**config.mk**
```make
export PLATFORM = sky130hd
export DESIGN_NAME = mm2s_line_reader
export DESIGN_NICKNAME = d
export VERILOG_FILES = /design/src/rtl/mm2s_line_reader.sv
export SDC_FILE = /design/constraint.sdc
export NUM_CORES = 1
export LEC_CHECK = 0
export ABC_AREA = 1
export BUFFER_PORTS_ARGS = -buffer_cell sky130_fd_sc_hd__buf_4
export CAP_MARGIN = 10
export CORE_MARGIN = 5
export CORE_UTILIZATION = 55
export CTS_CLUSTER_DIAMETER = 30
export DETAILED_ROUTE_END_ITERATION = 7
export PLACE_DENSITY = 0.77
export SETUP_SLACK_MARGIN = 0.02
export SLEW_MARGIN = 20
export SYNTH_ARGS = -nofsm -noshare
export SYNTH_HDL_FRONTEND = slang
export SYNTH_SLANG_ARGS = --single-unit
```
**constraint.sdc**
```tcl
create_clock -name clk -period 6.1 [get_ports clk]
set_clock_uncertainty 0.15 [all_clocks]
set_input_delay 0.61 -clock clk [delete_from_list [all_inputs] [get_ports clk]]
set_output_delay 0.61 -clock clk [all_outputs]
set_load 0.01 [all_outputs]
```
**src/rtl/mm2s_line_reader.sv**
```systemverilog
// Read-side sequencer for the double-buffered mm2s line store. It walks one line buffer
// at a time, absorbs the RAM's one-cycle read latency and emits pixels as AXI4-Stream video.
module mm2s_line_reader #(
    parameter int C_PIXEL_WIDTH = 8,
    parameter int C_IMG_WBITS   = 12,
    parameter int C_IMG_HBITS   = 12,
    parameter int C_ADDR_WIDTH  = C_IMG_WBITS + 1
) (
    input  logic                     clk,
    input  logic                     reset,
    input  logic                     start,
    input  logic [C_IMG_WBITS-1:0]   img_width,
    input  logic [C_IMG_HBITS-1:0]   img_height,
    input  logic                     line_written,
    output logic                     line_consumed,
    output logic                     busy,
    output logic                     ram_re,
    output logic [C_ADDR_WIDTH-1:0]  ram_ra,
    input  logic [C_PIXEL_WIDTH-1:0] ram_rd,
    output logic                     m_axis_tvalid,
    output logic [C_PIXEL_WIDTH-1:0] m_axis_tdata,
    output logic                     m_axis_tuser,
    output logic                     m_axis_tlast,
    input  logic                     m_axis_tready
);

    typedef enum logic [1:0] {
        S_IDLE,
        S_WAIT_LINE,
        S_READ_LINE,
        S_DRAIN
    } state_t;

    localparam logic [C_IMG_WBITS-1:0] ONE_W = 1;
    localparam logic [C_IMG_HBITS-1:0] ONE_H = 1;

    state_t                 state_q, state_d;
    logic [C_IMG_WBITS-1:0] width_q, width_d;
    logic [C_IMG_HBITS-1:0] height_q, height_d;
    logic [C_IMG_HBITS-1:0] row_q, row_d;
    logic [C_IMG_WBITS-1:0] col_q, col_d;
    logic                   buf_sel_q, buf_sel_d;
    logic [1:0]             pending_q, pending_d;
    logic                   line_consumed_q, line_consumed_d;

    // Read issued last cycle; its pixel arrives on ram_rd this cycle.
    logic                   infl_q, infl_user_q, infl_last_q;

    logic [C_PIXEL_WIDTH-1:0] fifo_data_q [2];
    logic [1:0]             fifo_user_q, fifo_last_q;
    logic                   fifo_wr_q, fifo_rd_q;
    logic [1:0]             fifo_cnt_q;

    logic                   pop, read_ok, last_col, drain_done;
    logic                   issue_user, issue_last;
    logic [1:0]             occ_after;

    assign pop        = (fifo_cnt_q != 2'd0) && m_axis_tready;
    assign occ_after  = fifo_cnt_q + {1'b0, infl_q} - {1'b0, pop};
    assign read_ok    = occ_after < 2'd2;
    assign last_col   = (col_q + ONE_W) == width_q;
    assign drain_done = (fifo_cnt_q == 2'd0) && !infl_q;
    assign issue_user = (row_q == '0) && (col_q == '0);
    assign issue_last = last_col;

    always_comb begin
        // NOTE: every signal written here gets a default first so no path infers a latch.
        state_d         = state_q;
        width_d         = width_q;
        height_d        = height_q;
        row_d           = row_q;
        col_d           = col_q;
        buf_sel_d       = buf_sel_q;
        line_consumed_d = 1'b0;
        ram_re          = 1'b0;

        unique case (state_q)
            S_IDLE: begin
                if (start && (img_width != '0) && (img_height != '0)) begin
                    width_d  = img_width;
                    height_d = img_height;
                    row_d    = '0;
                    col_d    = '0;
                    state_d  = S_WAIT_LINE;
                end
            end
            S_WAIT_LINE: begin
                // A release still being pulsed has not left pending_q yet.
                if (pending_q > {1'b0, line_consumed_q}) state_d = S_READ_LINE;
            end
            S_READ_LINE: begin
                if (read_ok) begin
                    ram_re = 1'b1;
                    if (last_col) begin
                        col_d           = '0;
                        line_consumed_d = 1'b1;
                        buf_sel_d       = ~buf_sel_q;
                        row_d           = row_q + ONE_H;
                        state_d         = (row_q == height_q - ONE_H) ? S_DRAIN : S_WAIT_LINE;
                    end else begin
                        col_d = col_q + ONE_W;
                    end
                end
            end
            S_DRAIN: begin
                if (drain_done) state_d = S_IDLE;
            end
            default: state_d = S_IDLE;
        endcase
    end

    always_comb begin
        pending_d = pending_q;
        case ({line_written, line_consumed_q})
            2'b10:   if (pending_q != 2'd2) pending_d = pending_q + 2'd1;
            2'b01:   pending_d = pending_q - 2'd1;
            default: pending_d = pending_q;
        endcase
    end

    // NOTE: state uses non-blocking assignments so every register samples pre-edge values.
    always_ff @(posedge clk) begin
        if (reset) begin
            state_q         <= S_IDLE;
            width_q         <= '0;
            height_q        <= '0;
            row_q           <= '0;
            col_q           <= '0;
            buf_sel_q       <= 1'b0;
            pending_q       <= 2'd0;
            line_consumed_q <= 1'b0;
            infl_q          <= 1'b0;
            infl_user_q     <= 1'b0;
            infl_last_q     <= 1'b0;
        end else begin
            state_q         <= state_d;
            width_q         <= width_d;
            height_q        <= height_d;
            row_q           <= row_d;
            col_q           <= col_d;
            buf_sel_q       <= buf_sel_d;
            pending_q       <= pending_d;
            line_consumed_q <= line_consumed_d;
            infl_q          <= ram_re;
            if (ram_re) begin
                infl_user_q <= issue_user;
                infl_last_q <= issue_last;
            end
        end
    end

    // NOTE: the two-entry FIFO storage is reset so the stream outputs read zero out of reset.
    always_ff @(posedge clk) begin
        if (reset) begin
            fifo_data_q[0] <= '0;
            fifo_data_q[1] <= '0;
            fifo_user_q    <= '0;
            fifo_last_q    <= '0;
            fifo_wr_q      <= 1'b0;
            fifo_rd_q      <= 1'b0;
            fifo_cnt_q     <= 2'd0;
        end else begin
            if (infl_q) begin
                fifo_data_q[fifo_wr_q] <= ram_rd;
                fifo_user_q[fifo_wr_q] <= infl_user_q;
                fifo_last_q[fifo_wr_q] <= infl_last_q;
                fifo_wr_q              <= ~fifo_wr_q;
            end
            if (pop) fifo_rd_q <= ~fifo_rd_q;
            fifo_cnt_q <= fifo_cnt_q + {1'b0, infl_q} - {1'b0, pop};
        end
    end

    assign ram_ra        = {buf_sel_q, col_q};
    assign line_consumed = line_consumed_q;
    assign busy          = (state_q != S_IDLE) && !((state_q == S_DRAIN) && drain_done);
    assign m_axis_tvalid = fifo_cnt_q != 2'd0;
    assign m_axis_tdata  = fifo_data_q[fifo_rd_q];
    assign m_axis_tuser  = fifo_user_q[fifo_rd_q];
    assign m_axis_tlast  = fifo_last_q[fifo_rd_q];

endmodule

```
==> results of run 1 <==
-- power by group through the flow --
stage	combinational [mW]	sequential [mW]	clock, mW
6_report	0.971	0.799	0.384
3_3_place_gp	0.942	0.804	0
3_5_place_dp	0.965	0.808	0
4_1_cts	0.972	0.797	0.388
5_1_grt	1.11	0.820	0.413
2_1_floorplan	0.741	0.771	0
-- how the worst max path moves through the flow --
stage	from	to	slack (ps)	depth (start not counted)
4_1_cts	fifo_cnt_q[1]	col_q[8]	2970	16
3_5_place_dp	m_axis_tready	col_q[11]	2740	15
2_1_floorplan	m_axis_tready	col_q[1]	3540	13
3_3_place_gp	m_axis_tready	col_q[2]	2810	15
5_1_grt	fifo_cnt_q[0]	col_q[9]	2640	16
6_report	fifo_cnt_q[1]	col_q[8]	2970	16
-- metrics by stage --
step / area, um2 / utilization / std cells / total power, mW
finish: 5330 / 0.649 / 815 / 2.15
global route: 5330 / 0.649 / 815 / 2.34
CTS: 5330 / 0.649 / 815 / 2.16
detailed placement: 5140 / 0.626 / 799 / 1.77
global placement: 5140 / 0.626 / 799 / 1.75
floorplan: 4660 / - / 653 / 1.51
-- flip-flops by register name (all words and copies together) (netlist names), 12 cells and up, named ones only --
signal and flops:
fifo_data_q 16, col_q 12, height_q 12, row_q 12, width_q 12
-- final cells by class --
| class | instances | area, um2 | share of cell area |
|---|---|---|---|
| timing repair buffer | 65 | 488 | 0.0915 |
| clock buffer | 11 | 131 | 0.0246 |
| clock inverter | 5 | 56.3 | 0.0106 |
| sequential | 82 | 1800 | 0.338 |
| multi-input combinational | 465 | 2420 | 0.453 |
| tap | 105 | 131 | 0.0246 |
| inverter | 82 | 308 | 0.0577 |
-- cell families (layout without fill, tap and decap cells) --
kind of cell,count (synthesis),count (layout),synth area share
flip-flops,82,82,0.387
AO/OA/AOI/OAI,97,97,0.110
XOR/XNOR,25,25,0.0470
adder cells (fa/ha/maj),9,9,0.0242
buffers and inverters,106,163,0.0948
AND/OR/NAND/NOR,326,326,0.318
multiplexers,8,8,0.0193
-- cell usage after synthesis (all sizes together), types with 4 or more instances --
library cell / instances / area (um2)
nor3: 7 / 35.0
nand3: 65 / 350
o22ai: 4 / 25.0
dfxtp: 66 / 1320
nor2: 100 / 414
mux2: 8 / 90.1
a21oi: 40 / 200
xor2: 18 / 158
nand3b: 4 / 30.0
nor4: 7 / 43.8
ha: 9 / 113
clkbuf: 14 / 52.6
edfxtp: 16 / 480
o21ai: 48 / 248
nand4: 13 / 81.3
buf: 10 / 81.3
nand2: 130 / 528
xnor2: 7 / 61.3
inv: 80 / 300
-- critical path: cells and delay by family, from the launching register on --
kind	cells	cell delay, ps
buffers and inverters	5	630
AND/OR/NAND/NOR	7	1180
adder cells (fa/ha/maj)	2	450
flip-flops	1	310
XOR/XNOR	2	270
-- layer usage --
metal,global-route usage,wire (um)
met1,0.295,4930
met2,0.351,4810
met3,0.0444,794
met4,0.0585,87
met5,0,0
==> metrics.md, run 1 <==
| Metric | Value |
|---|---|
| Starting Density | 0.567 |
| Antenna cells | 0 |
| Resize count post-CTS | 0 |
| RSZ-0062 raised after global routing | false |
| Seq pwr share | 0.371 |
| Post-DR wirelength/cell | 13.0 um |
| Crit path DAT | 3200 ps |
| Worst Reg-to-Reg Cells | 16 |
| Final worst setup slack | 2970 ps |
| Worst slack at placement | 2740 ps |
| Crit-path cells | inv_1, nand2_1, nand2_1, inv_1, ha_1, inv_1, ha_1, xnor2_1, xor2_1, inv_1, nand2_1, nand2_1, buf_4, nand2_4, nand2_2, nor2_1 |
| Flop2flop setup slack | 2970 ps |
| Syn Inst Count | 653 |
| Vias per inst | 5.27 |
| Clock Power Share | 0.178 |
| Final Max Slew Viols | 0 |
| Worst setup EP type | register |
| LEAKAGE | 2.32 nW |
| Grt total ovfl | 0 |
| H-tree Lvls | 3 |
| Yosys warns | 0 |
| Ys flop type | dfxtp_1 |
| Layout cells sized above 1 | 0.159 |
| 1st-iter DRT viols | 334 |
| Worst-Margin Slew | 859 ps |
| Vias in the first global route | 4050 |
| Hold Buf Count CTS | 0 |
| Ys async rst share | 0 |
| Distinct cells, synth | 37 |
| I/O pin count | 64 |
| CP peak stage delay | 410 ps |
| Seq cells post-synth | 82 |
| Post-synth EDFFs | 16 |
| Max Clk Rate | 0.319 GHz |
| Setup TNS | 0 ps |
| Drt drc | 0 |
| Worst skew pair latency | 350 ps |
| Maximum buffer depth of the clock tree | 2 |
| Commonest non-fill, non-tap cells in the layout | 120 x nand2_1, 92 x nor2_1, 79 x inv_1 |
| FF-to-FF Start | fifo_cnt_q[1] |
| Full die area | 10400 um2 |
| Site Rows | 33 |
| First-pass GRT wire length | 18300 um |
| Switching power | 0.931 mW |
| Pint | 1.22 mW |
| Clock root cell | clkbuf_8 |
| Crit-path slowest cell | nand2_1 |
| GPL Wtd Cong | 0.877 |
| Antenna violations before repair | 0 |
| First drt pass iteration count | 5 |
| Fillers | 719 |
| CP required | 6170 ps |
| Power Dens Cells | 404 nW/um2 |
| Final wirelength | 10600 um |
| Overall Global Routing Usage | 0.216 |
| Via count | 4293 |
| Hold worst-path end | width_q[10] |
| Clk pin slew, worst setup/hold paths | 80 ps |
| Port buffer count | 63 |
| DIE WIDTH | 102 um |
| Relative slew margins | 0.424 |
| Syn avg cell area | 7.14 um2 |
| Final nets | 751 |
| Core footprint | 8220 um2 |
| Antenna-violating nets left | 0 |
| Hold_sp | width_q[10] |
| Clock period minus worst slack | 3130 ps |
| Mapped Nets | 699 |
| Crit path max fanout | 21 |
| Type of the tightest min-delay check | reg2reg |
| Peak supply drop | 0.219 mV |
| Setup bufs post-CTS | 0 |
| Register area share after synthesis | 0.387 |
| Worst Setup Start Kind | register |
| Post-synthesis cell area | 4660 um2 |
| Hold path depth | 2 |
| Crit path kind | reg2reg |
| Sw Share | 0.432 |
| Final Hold Fails | 0 |
| Pin count of the biggest net entering global routing | 45 |
| CTS tree | yes |
| WHS | 325 ps |
| Combinational Power Share | 0.451 |
| Area delta synth->final | 14.4% |
| Max Cap Violations | 0 |
| Final Cycle Share | 0.513 |
| Status | complete, no violations |
| Reg2reg end | col_q[8] |
| Cts bufs inserted | 9 |
| Die H | 102 um |
| DP HPWL | 7990 um |
| Setup violations, final | 0 |
| CTS Sinks | 82 |
| Commonest non-fill, non-tap cell in the layout | nand2_1 |
No activity file was read; power rests on OpenSTA's default activity.
==> inputs of run 2 (changes only) <==
--- a/config.mk
+++ b/config.mk
@@ -5,14 +5,14 @@
 export SDC_FILE = /design/constraint.sdc
 export NUM_CORES = 1
 export LEC_CHECK = 0
-export ABC_AREA = 1
+export ABC_AREA = 0
 export BUFFER_PORTS_ARGS = -buffer_cell sky130_fd_sc_hd__buf_4
 export CAP_MARGIN = 10
 export CORE_MARGIN = 5
-export CORE_UTILIZATION = 55
+export CORE_UTILIZATION = 52
 export CTS_CLUSTER_DIAMETER = 30
 export DETAILED_ROUTE_END_ITERATION = 7
-export PLACE_DENSITY = 0.77
+export PLACE_DENSITY = 0.76
 export SETUP_SLACK_MARGIN = 0.02
 export SLEW_MARGIN = 20
 export SYNTH_ARGS = -nofsm -noshare
==> constraint.sdc (replaced) <==
create_clock -name clk -period 2.6 [get_ports clk]
set_clock_uncertainty 0.15 [all_clocks]
set_input_delay 0.26 -clock clk [delete_from_list [all_inputs] [get_ports clk]]
set_output_delay 0.26 -clock clk [all_outputs]
set_load 0.01 [all_outputs]
==> run 2 against run 1 <==
Effect of this change: the flow now finishes with violations (hold timing, setup timing); fmax is 10% higher; non-clock buffer count rose by 108; combinational power grew to 2.6 times the previous value.
==> metrics.md, run 2 <==
| Metric | Value |
|---|---|
| CP peak stage delay | 390 ps |
| Worst path depth | 10 |
| Area contributors post-synth | dfxtp_1 29%, edfxtp_1 11%, mux2i_1 6.5%, nor2_1 4.7%, xnor2_1 4.1% |
| Syn avg cell area | 8.97 um2 |
| FF-to-FF Start | col_q[3] |
| Antenna violations before repair | 0 |
| Wire length on met1 | 5840 um |
| Clk pin slew, worst setup/hold paths | 100 ps |
| Worst setup EP type | register |
| Layout cells sized above 1 | 0.384 |
| Antenna cells | 0 |
| I/O pin count | 64 |
| Relative slew margins | 0.650 |
| Clock period minus worst slack | 2840 ps |
| Final Max Slew Viols | 0 |
| Cell family contributing the most delay on the critical path | simple AND/OR/NAND/NOR gates |
| Max Clk Rate | 0.352 GHz |
| CTS tree | yes |
| 1st-iter DRT viols | 418 |
| First drt pass iteration count | 5 |
| Setup TNS | -3490 ps |
| Final nets | 700 |
| Crit path DAT | 2970 ps |
| Failing checks | hold timing, setup timing |
| Top layer in use | met4 |
| Core footprint | 8300 um2 |
| Port buffer count | 63 |
| Final total power | 4.99 mW |
| Peak supply drop | 0.423 mV |
| Post-synth EDFFs | 16 |
| Drt drc | 0 |
| Power Dens Cells | 760 nW/um2 |
| Crit path kind | reg2reg |
| CP required | 2730 ps |
| DP HPWL | 8390 um |
| Grt total ovfl | 0 |
| Area delta synth->final | 46.6% |
| Routed wl met2 | 7620 um |
| Register area share after synthesis | 0.402 |
| Ys flop type | dfxtp_1 |
| Crit-path slowest cell | or3_1 |
| Final wirelength | 14900 um |
| Crit path buf inv count | 3 |
| Cts bufs inserted | 9 |
| Critical Path Source | col_q[3] |
| Vias per inst | 6.11 |
| Commonest non-fill, non-tap cell in the layout | buf_4 |
| H-tree Lvls | 3 |
| Final Cycle Share | 1.09 |
| CP most frequent cell | buf_4 |
| LEAKAGE | 2.72 nW |
| Fin cells | 764 |
| Syn Inst Count | 500 |
| Worst Reg-to-Reg Cells | 10 |
| Die H | 103 um |
| Maximum buffer depth of the clock tree | 2 |
| Placed cells | 694 |
| Via count | 4671 |
| RSZ-0062 raised after global routing | true |
| Full die area | 10600 um2 |
| Setup violations, final | 26 |
| Type of the tightest min-delay check | in2reg |
| Yosys warns | 0 |
| Worst Setup Start Kind | register |
| Crit-path cells | buf_4, and4_1, nand3_1, nor3_1, o311a_1, a311oi_4, buf_4, buf_6, or3_1, a21oi_1 |
| Crit path max fanout | 7 |
| Distinct cells, synth | 58 |
| Clock root cell | clkbuf_8 |
| Max FFs per register | 16 |
| Synth cell count leaders | 66 x dfxtp_1, 56 x nor2_1, 33 x nand2_1 |
| Starting Density | 0.540 |
| Worst skew pair latency | 370 ps |
| Antenna-violating nets left | 0 |
| Synth top area share | 0.295 |
| Commonest non-fill, non-tap cells in the layout | 129 x buf_4, 59 x dfxtp_1, 55 x nor2_1 |
| Met3 routed WL | 1040 um |
| Hold path depth | 3 |
| Biggest register | fifo_data_q |
| WHS | -7.62 ps |
| Max Cap Violations | 0 |
| DIE WIDTH | 103 um |
| Final Cell Area | 6570 um2 |
| Post-synthesis cell area | 4480 um2 |
| Seq cells post-synth | 82 |
| Pin count of the biggest net entering global routing | 35 |
| Final Hold Fails | 1 |
| Final worst setup slack | -242 ps |
| Mapped Nets | 546 |
| Status | finished, violations left |
| Site Rows | 33 |
| Ys async rst share | 0 |
| Overall Global Routing Usage | 0.237 |
| Hold_sp | img_height[7] |
| Top-count cell post-synth | dfxtp_1 |
| First-pass GRT wire length | 19700 um |
| CTS Sinks | 82 |
| Worst slack at placement | -121 ps |
| Post-DR wirelength/cell | 19.5 um |
| Leading area contributor after synthesis | dfxtp_1 |
| Worst-Margin Slew | 525 ps |
| GPL Wtd Cong | 0.884 |
| Vias in the first global route | 4275 |
| Dpl cell area | 5400 um2 |
==> run 2: cell count changes after synthesis, sizes merged, moves of 14 or more <==
cell / delta
nand2: -97
a21oi: -19
inv: -61
xnor2: +14
mux2i: +29
and2: +22
nand3: -35
o21ai: -40
nor2: -44
==> run 2: layout make-up <==
| type | instances | area, um2 |
|---|---|---|
| clock buffer | 9 | 124 |
| clock inverter | 7 | 62.6 |
| fill | 474 | 1730 |
| inverter | 19 | 73.8 |
| multi-input combinational | 369 | 2840 |
| sequential | 82 | 1820 |
| tap | 105 | 131 |
| timing repair buffer | 173 | 1520 |
==> run 2: path summary, 6_finish.rpt <==
kind         slack [ps]        endpoint
min                  -8     height_q[7]
max reg2reg        -240        row_q[3]
max                -240        row_q[3]
min reg2reg         340  fifo_last_q[1]
==> run 2: metal layers <==
layer	vias up	GRT usage
li1	2101	-
met1	2287	0.291
met2	238	0.411
met3	45	0.0447
met4	0	0.0966
met5	-	0
==> run 2: cells by family after synthesis <==
kind of cell               share of synthesized area
and+or+nand+nor                                0.247
DFF                                            0.402
xor gates and xnor gates                      0.0661
buffers and inverters                         0.0533
adders and majority gates                     0.0251
muxes                                         0.0949
AOI/OAI and AO/OA                              0.112
==> run 2: repair_timing <==
| action | 4_1_cts | 5_1_grt |
|---|---|---|
| endpoints found under the setup margin | 23 | 28 |
| gates resized for setup | 35 | 65 |
| pin swaps | 12 | 27 |
| cloned | 1 | 5 |
| endpoints found under the hold margin | 23 | 0 |
| hold buffers | 23 | 0 |
| buffers inserted | 12 | 14 |
==> run 2: tightest hold or removal path, delay by kind of cell <==
family	cells	cell delay, ps
buffers and inverters	1	80
and+or+nand+nor	1	80
muxes	1	50
==> run 2: stage by stage <==
step | utilization | hold slack, ps
after floorplan | - | 254
after global placement | 0.651 | 312
after detailed placement | 0.651 | 315
after CTS | 0.730 | 3.95
after global routing | 0.792 | -21.0
final | 0.792 | -7.62
==> run 2: where the power goes <==
| part | leakage (nW) | switching (mW) | internal [mW] | total (mW) |
|---|---|---|---|---|
| clock network | 0.0890 | 0.544 | 0.362 | 0.906 |
| registers | 0.707 | 0.165 | 1.44 | 1.61 |
| logic | 1.93 | 1.19 | 1.29 | 2.48 |
| total | 2.72 | 1.90 | 3.09 | 4.99 |
